### src/rtl/fc_pkg.sv
// Shared constants and types for the six-region four-color backtracking solver.
// The map is fixed: ADJ[a][b] is set when regions a and b share a border.
package fc_pkg;

    localparam int NUM_REGIONS = 6;
    localparam int COLOR_W     = 2;
    localparam int IDX_W       = 3;

    typedef logic [COLOR_W-1:0] color_t;
    typedef logic [IDX_W-1:0]   idx_t;

    localparam color_t COLOR_MAX = 2'd3;
    localparam idx_t   LAST_IDX  = 3'd5;

    // Rows listed region 5 first; row r holds a 1 in bit j for each neighbour j of r.
    localparam logic [NUM_REGIONS-1:0][NUM_REGIONS-1:0] ADJ = {
        6'b010100,  // 5: 2,4
        6'b101010,  // 4: 1,3,5
        6'b010111,  // 3: 0,1,2,4
        6'b101011,  // 2: 0,1,3,5
        6'b011101,  // 1: 0,2,3,4
        6'b001110   // 0: 1,2,3
    };

    typedef enum logic [1:0] {
        ST_START,
        ST_SOLVE,
        ST_DONE,
        ST_FAIL
    } fc_state_e;

endpackage

### src/rtl/fc_conflict_check.sv
// Combinational check: does region i share a color with any already-colored
// neighbour j < i?
module fc_conflict_check
    import fc_pkg::*;
(
    input  color_t [NUM_REGIONS-1:0] c_i,
    input  idx_t                     i_i,
    output logic                     conflict_o
);

    always_comb begin
        conflict_o = 1'b0;
        for (int j = 0; j < NUM_REGIONS; j++) begin
            if (idx_t'(j) < i_i && ADJ[i_i][j] && c_i[j] == c_i[i_i]) begin
                conflict_o = 1'b1;
            end
        end
    end

endmodule

### src/rtl/top.sv
// Four-color solver for a fixed six-region map: one DFS candidate per clock,
// single-cycle backtracking, restart from a synchronized push button.
module top
    import fc_pkg::*;
(
    input  logic        clk,
    input  logic        rst_n,
    input  logic [4:0]  pb,
    output logic [11:0] led
);

    fc_state_e                state_q, state_d;
    idx_t                     idx_q, idx_d;
    color_t [NUM_REGIONS-1:0] col_q, col_d;

    logic pb_meta_q, pb_sync_q, pb_prev_q;
    logic restart;
    logic conflict;
    logic bt_found;
    idx_t bt_k;
    logic unused_pb;

    assign unused_pb = ^pb[4:1];

    // NOTE: sequential state uses non-blocking assignments so every flop samples pre-edge values.
    always_ff @(posedge clk or negedge rst_n) begin
        if (!rst_n) begin
            pb_meta_q <= 1'b0;
            pb_sync_q <= 1'b0;
            pb_prev_q <= 1'b0;
        end else begin
            pb_meta_q <= pb[0];
            pb_sync_q <= pb_meta_q;
            pb_prev_q <= pb_sync_q;
        end
    end

    assign restart = pb_sync_q & ~pb_prev_q;

    fc_conflict_check u_conflict (
        .c_i        (col_q),
        .i_i        (idx_q),
        .conflict_o (conflict)
    );

    // Nearest lower region that still has an untried color; ascending scan, last hit wins.
    always_comb begin
        bt_found = 1'b0;
        bt_k     = '0;
        for (int k = 0; k < NUM_REGIONS; k++) begin
            if (idx_t'(k) < idx_q && col_q[k] != COLOR_MAX) begin
                bt_found = 1'b1;
                bt_k     = idx_t'(k);
            end
        end
    end

    // NOTE: every output of this block gets a default first, so no path can infer a latch.
    always_comb begin
        state_d = state_q;
        idx_d   = idx_q;
        col_d   = col_q;
        case (state_q)
            ST_START: begin
                idx_d   = '0;
                col_d   = '0;
                state_d = ST_SOLVE;
            end
            ST_SOLVE: begin
                if (!conflict) begin
                    if (idx_q == LAST_IDX) begin
                        state_d = ST_DONE;
                    end else begin
                        idx_d                = idx_q + 3'd1;
                        col_d[idx_q + 3'd1]  = '0;
                    end
                end else if (col_q[idx_q] != COLOR_MAX) begin
                    col_d[idx_q] = col_q[idx_q] + 2'd1;
                end else if (bt_found) begin
                    for (int j = 0; j < NUM_REGIONS; j++) begin
                        if (idx_t'(j) > bt_k && idx_t'(j) <= idx_q) col_d[j] = '0;
                    end
                    col_d[bt_k] = col_q[bt_k] + 2'd1;
                    idx_d       = bt_k;
                end else begin
                    state_d = ST_FAIL;
                end
            end
            ST_DONE, ST_FAIL: ;
            default: state_d = ST_START;
        endcase
        if (restart) begin
            state_d = ST_START;
            idx_d   = '0;
            col_d   = '0;
        end
    end

    always_ff @(posedge clk or negedge rst_n) begin
        if (!rst_n) begin
            state_q <= ST_START;
            idx_q   <= '0;
            col_q   <= '0;
        end else begin
            state_q <= state_d;
            idx_q   <= idx_d;
            col_q   <= col_d;
        end
    end

    assign led = (state_q == ST_FAIL) ? 12'hFFF : col_q;

endmodule

### config.mk
export PLATFORM = sky130hd
export DESIGN_NAME = top
export DESIGN_NICKNAME = d
export VERILOG_FILES = /design/src/rtl/fc_pkg.sv /design/src/rtl/fc_conflict_check.sv /design/src/rtl/top.sv
export SDC_FILE = /design/constraint.sdc
export NUM_CORES = 1
export LEC_CHECK = 0
export BUFFER_PORTS_ARGS = -buffer_cell sky130_fd_sc_hd__buf_2
export CAP_MARGIN = 20
export CORE_UTILIZATION = 58
export DETAILED_ROUTE_END_ITERATION = 8
export HOLD_SLACK_MARGIN = 0.12
export PLACE_DENSITY = 0.77
export SLEW_MARGIN = 20
export SYNTH_ARGS = -nofsm -noshare
export SYNTH_HDL_FRONTEND = slang
export SYNTH_HIERARCHICAL = 1
export SYNTH_SLANG_ARGS = --single-unit
export TNS_END_PERCENT = 10
### constraint.sdc
create_clock -name clk -period 4.4 [get_ports clk]
set_input_delay 0.22 -clock clk [delete_from_list [all_inputs] [get_ports clk]]
set_output_delay 0.22 -clock clk [all_outputs]
set_load 0.005 [all_outputs]
==> run metrics <==
routability cong.=0.9567; total power=0.002041 W; syn_nets=318; Area growth syn-to-layout=7.949%; worst slew pin tran=0.6280 ns; GR Util All Layers=0.3433; RSZ-0062 raised after global routing=false; CTS tree=done; VDD IR-drop max=0.4452 mV; Clock Latency Late Sink=0.27 ns; Final HPWL DP=5054 um; IO Pins=19; synth warn=6; Top FF cell, synth=dfrtp_1; share of layout cells above drive strength 1=0.1505; FF+latch count, synth=20; H-tree levels=1; CP required=4.55 ns; slew margin rel.=0.5813; minimum clock period after layout=3.536 ns; drt pass-1 iters=5; WP data arrival=3.69 ns; first-pass GRT wire length=roughly 11000 um; DRC viols=0; clock sink count=20; M1 GR Usage=0.4468; busiest layer in global routing=met2; met3 usage=0.05308; R2R setup slack=0.86 ns; Fmax=282.8 MHz; initial drt markers=between 200 and 300; Die X=roughly 67 um; Lkg Pwr=~1.1 nW; Num CTS Buffers=3; Routed Antenna Nets=0; # diodes=0; crit end category=register; DR WL/cell=between 15 and 20 um; fin. max-slew vios=0; PD cells=774.8 nW/um2; final wirelength=between 7000 and 8000 um; Crit Path Max Fanout=13; area of the mapped netlist=2440 um2; Net count, final=between 300 and 400; cells after synthesis=307; Longest Clk Path Bufs=2; CP Launch Type=register; initial antenna violation count=0; row count=23; Overflow after GRT=0; Vias/cell=between 7 and 8; die area=4470 um2; clock skew=0.002277 ns; unique cell type count in the Yosys netlist=71; # setup viols final=0; number of synthesized flops with an enable pin=0; vias post-DR=roughly 2600; Hold Path Class=register to register; vias in the first global route=2308; die height=66.86 um; Max Cap Viol=0; clock slew at reported path FFs=0.07 ns; worst setup margin=around 0.86 ns; Final Hold Fails=0; Setup TNS=0 ns; Avg Inst Size Synth=7.947 um2; dpl ws=0.9692 ns; CTS Root Cell=clkbuf_8; Seq/Total Area, Yosys=0.2051; port bufs=14; critical path type=register to register; outcome=completed; largest net degree at the start of global routing=37; asr flop ratio synth=1.000; Core ar.=4029 um2; Period Utilization, post-route=0.8037; Initial Util=0.6056; GR Util met2=0.5543
-- metal layers --
metal  share of wire  wire, um  up-vias
met5               0         0        -
met4           0.033       235        0
met3           0.096       681       27
met2            0.46      3282      154
met1            0.41      2914     1234
li1                -         -     1182
-- path summary, 6_finish.rpt --
path	startpoint	to	cells past startpoint
hold reg to reg	pb_meta_q$_DFF_PN0_	pb_sync_q$_DFF_PN0_	0
setup / recovery	idx_q[0]$_DFFE_PN0P_	col_q[9]$_DFFE_PN0P_	11
hold / removal	pb_meta_q$_DFF_PN0_	pb_sync_q$_DFF_PN0_	0
max in group asynchronous	rst_n	col_q[8]$_DFFE_PN0P_	2
setup reg to reg	idx_q[0]$_DFFE_PN0P_	col_q[9]$_DFFE_PN0P_	11
min in group asynchronous	rst_n	col_q[7]$_DFFE_PN0P_	2
-- cell families after synthesis --
kind of cell | count (synthesis) | synth area share
muxes | 12 | 0.06871
AOI/OAI and AO/OA | 112 | 0.3544
and+or+nand+nor | 122 | 0.2580
xor gates and xnor gates | 8 | 0.03641
adders and majority gates | 4 | 0.02051
buffers and inverters | 29 | 0.05692
DFF | 20 | 0.2051
-- placed cells by master, fill, tap and decap left out, types with 4 or more instances in the layout --
master    Yosys  layout
nor2_1       14      14
nor3_1        8       8
xnor2_1       4       4
or3_1         6       6
buf_4         3       8
nor2b_1       6       6
dfrtp_1      20      20
a22o_1        5       5
and2_1        4       4
a21o_1        5       5
a31oi_1      12      12
inv_1        12      12
buf_2         2      14
nand2b_1     20      20
mux2_2        4       4
ha_1          4       4
a21oi_1      13      13
o211ai_1      4       4
nand2_1      39      39
nand3_1      12      12
mux2i_1       4       4
o21ai_0      23      23
-- repair_timing --
item / in CTS / in global routing
setup buffers: 0 / 0
endpoints found under the setup margin: 0 / 0
resized for setup: 0 / 0
hold buffers: 2 / 0
endpoints found under the hold margin: 21 / 0
-- registers in the layout (all words and copies together), names as in the netlist --
| name | cells |
|---|---|
| idx_q | 3 |
| pb_sync_q | 1 |
| pb_meta_q | 1 |
| col_q | 12 |
| pb_prev_q | 1 |
| state_q | 2 |
-- stage by stage --
| step | instance area (um2) | utilization | instances | hold WS, ns |
|---|---|---|---|---|
| 6_report | 2634 | 0.6537 | 369 | 0.3568 |
| 2_1_floorplan | 2440 | - | 307 | -0.07559 |
| 5_1_grt | 2634 | 0.6537 | 369 | 0.3679 |
| 4_1_cts | 2634 | 0.6537 | 369 | 0.3640 |
| 3_5_place_dp | 2542 | 0.6311 | 363 | 0.1905 |
| 3_3_place_gp | 2542 | 0.6311 | 363 | 0.1950 |
-- final cells by class --
cell class	count	area, um2
clock buffers	3	41.29
clock inverters	1	30.03
fillers	369	1395
inverters	13	48.80
multi-input cells	258	1800
flip-flops and latches	20	500.5
well taps	50	62.56
repair buffers	24	150.1
-- power by group --
group          switching (W)  internal (W)  total [W]
clock              0.0000650      0.000122   0.000187
sequential          0.000146      0.000233   0.000379
combinational       0.000870      0.000606    0.00148
-- critical path: stages (launching register included) --
cell       delay [ns]
dfrtp_1          0.73
mux2_4           0.37
a222oi_1         0.42
a311oi_1         0.09
a311oi_1         0.28
a211o_1          0.37
o31a_1           0.36
a21boi_1         0.28
buf_4            0.19
o2111ai_1        0.10
a21oi_1          0.15
nor3_1           0.07
-- cells in the mapped netlist (5+ instances only) --
library cell	instances	share of area
or3_1	6	0.015
o21ai_0	23	0.047
nor3_1	8	0.016
a21oi_1	13	0.027
inv_1	12	0.018
nand2b_1	20	0.051
dfrtp_1	20	0.21
a21o_1	5	0.015
nand2_1	39	0.060
nor2_1	14	0.022
nand3_1	12	0.025
a22o_1	5	0.018
a31oi_1	12	0.031
nor2b_1	6	0.015
clkbuf_1	8	0.012
No activity file was read; power rests on OpenSTA's default activity.
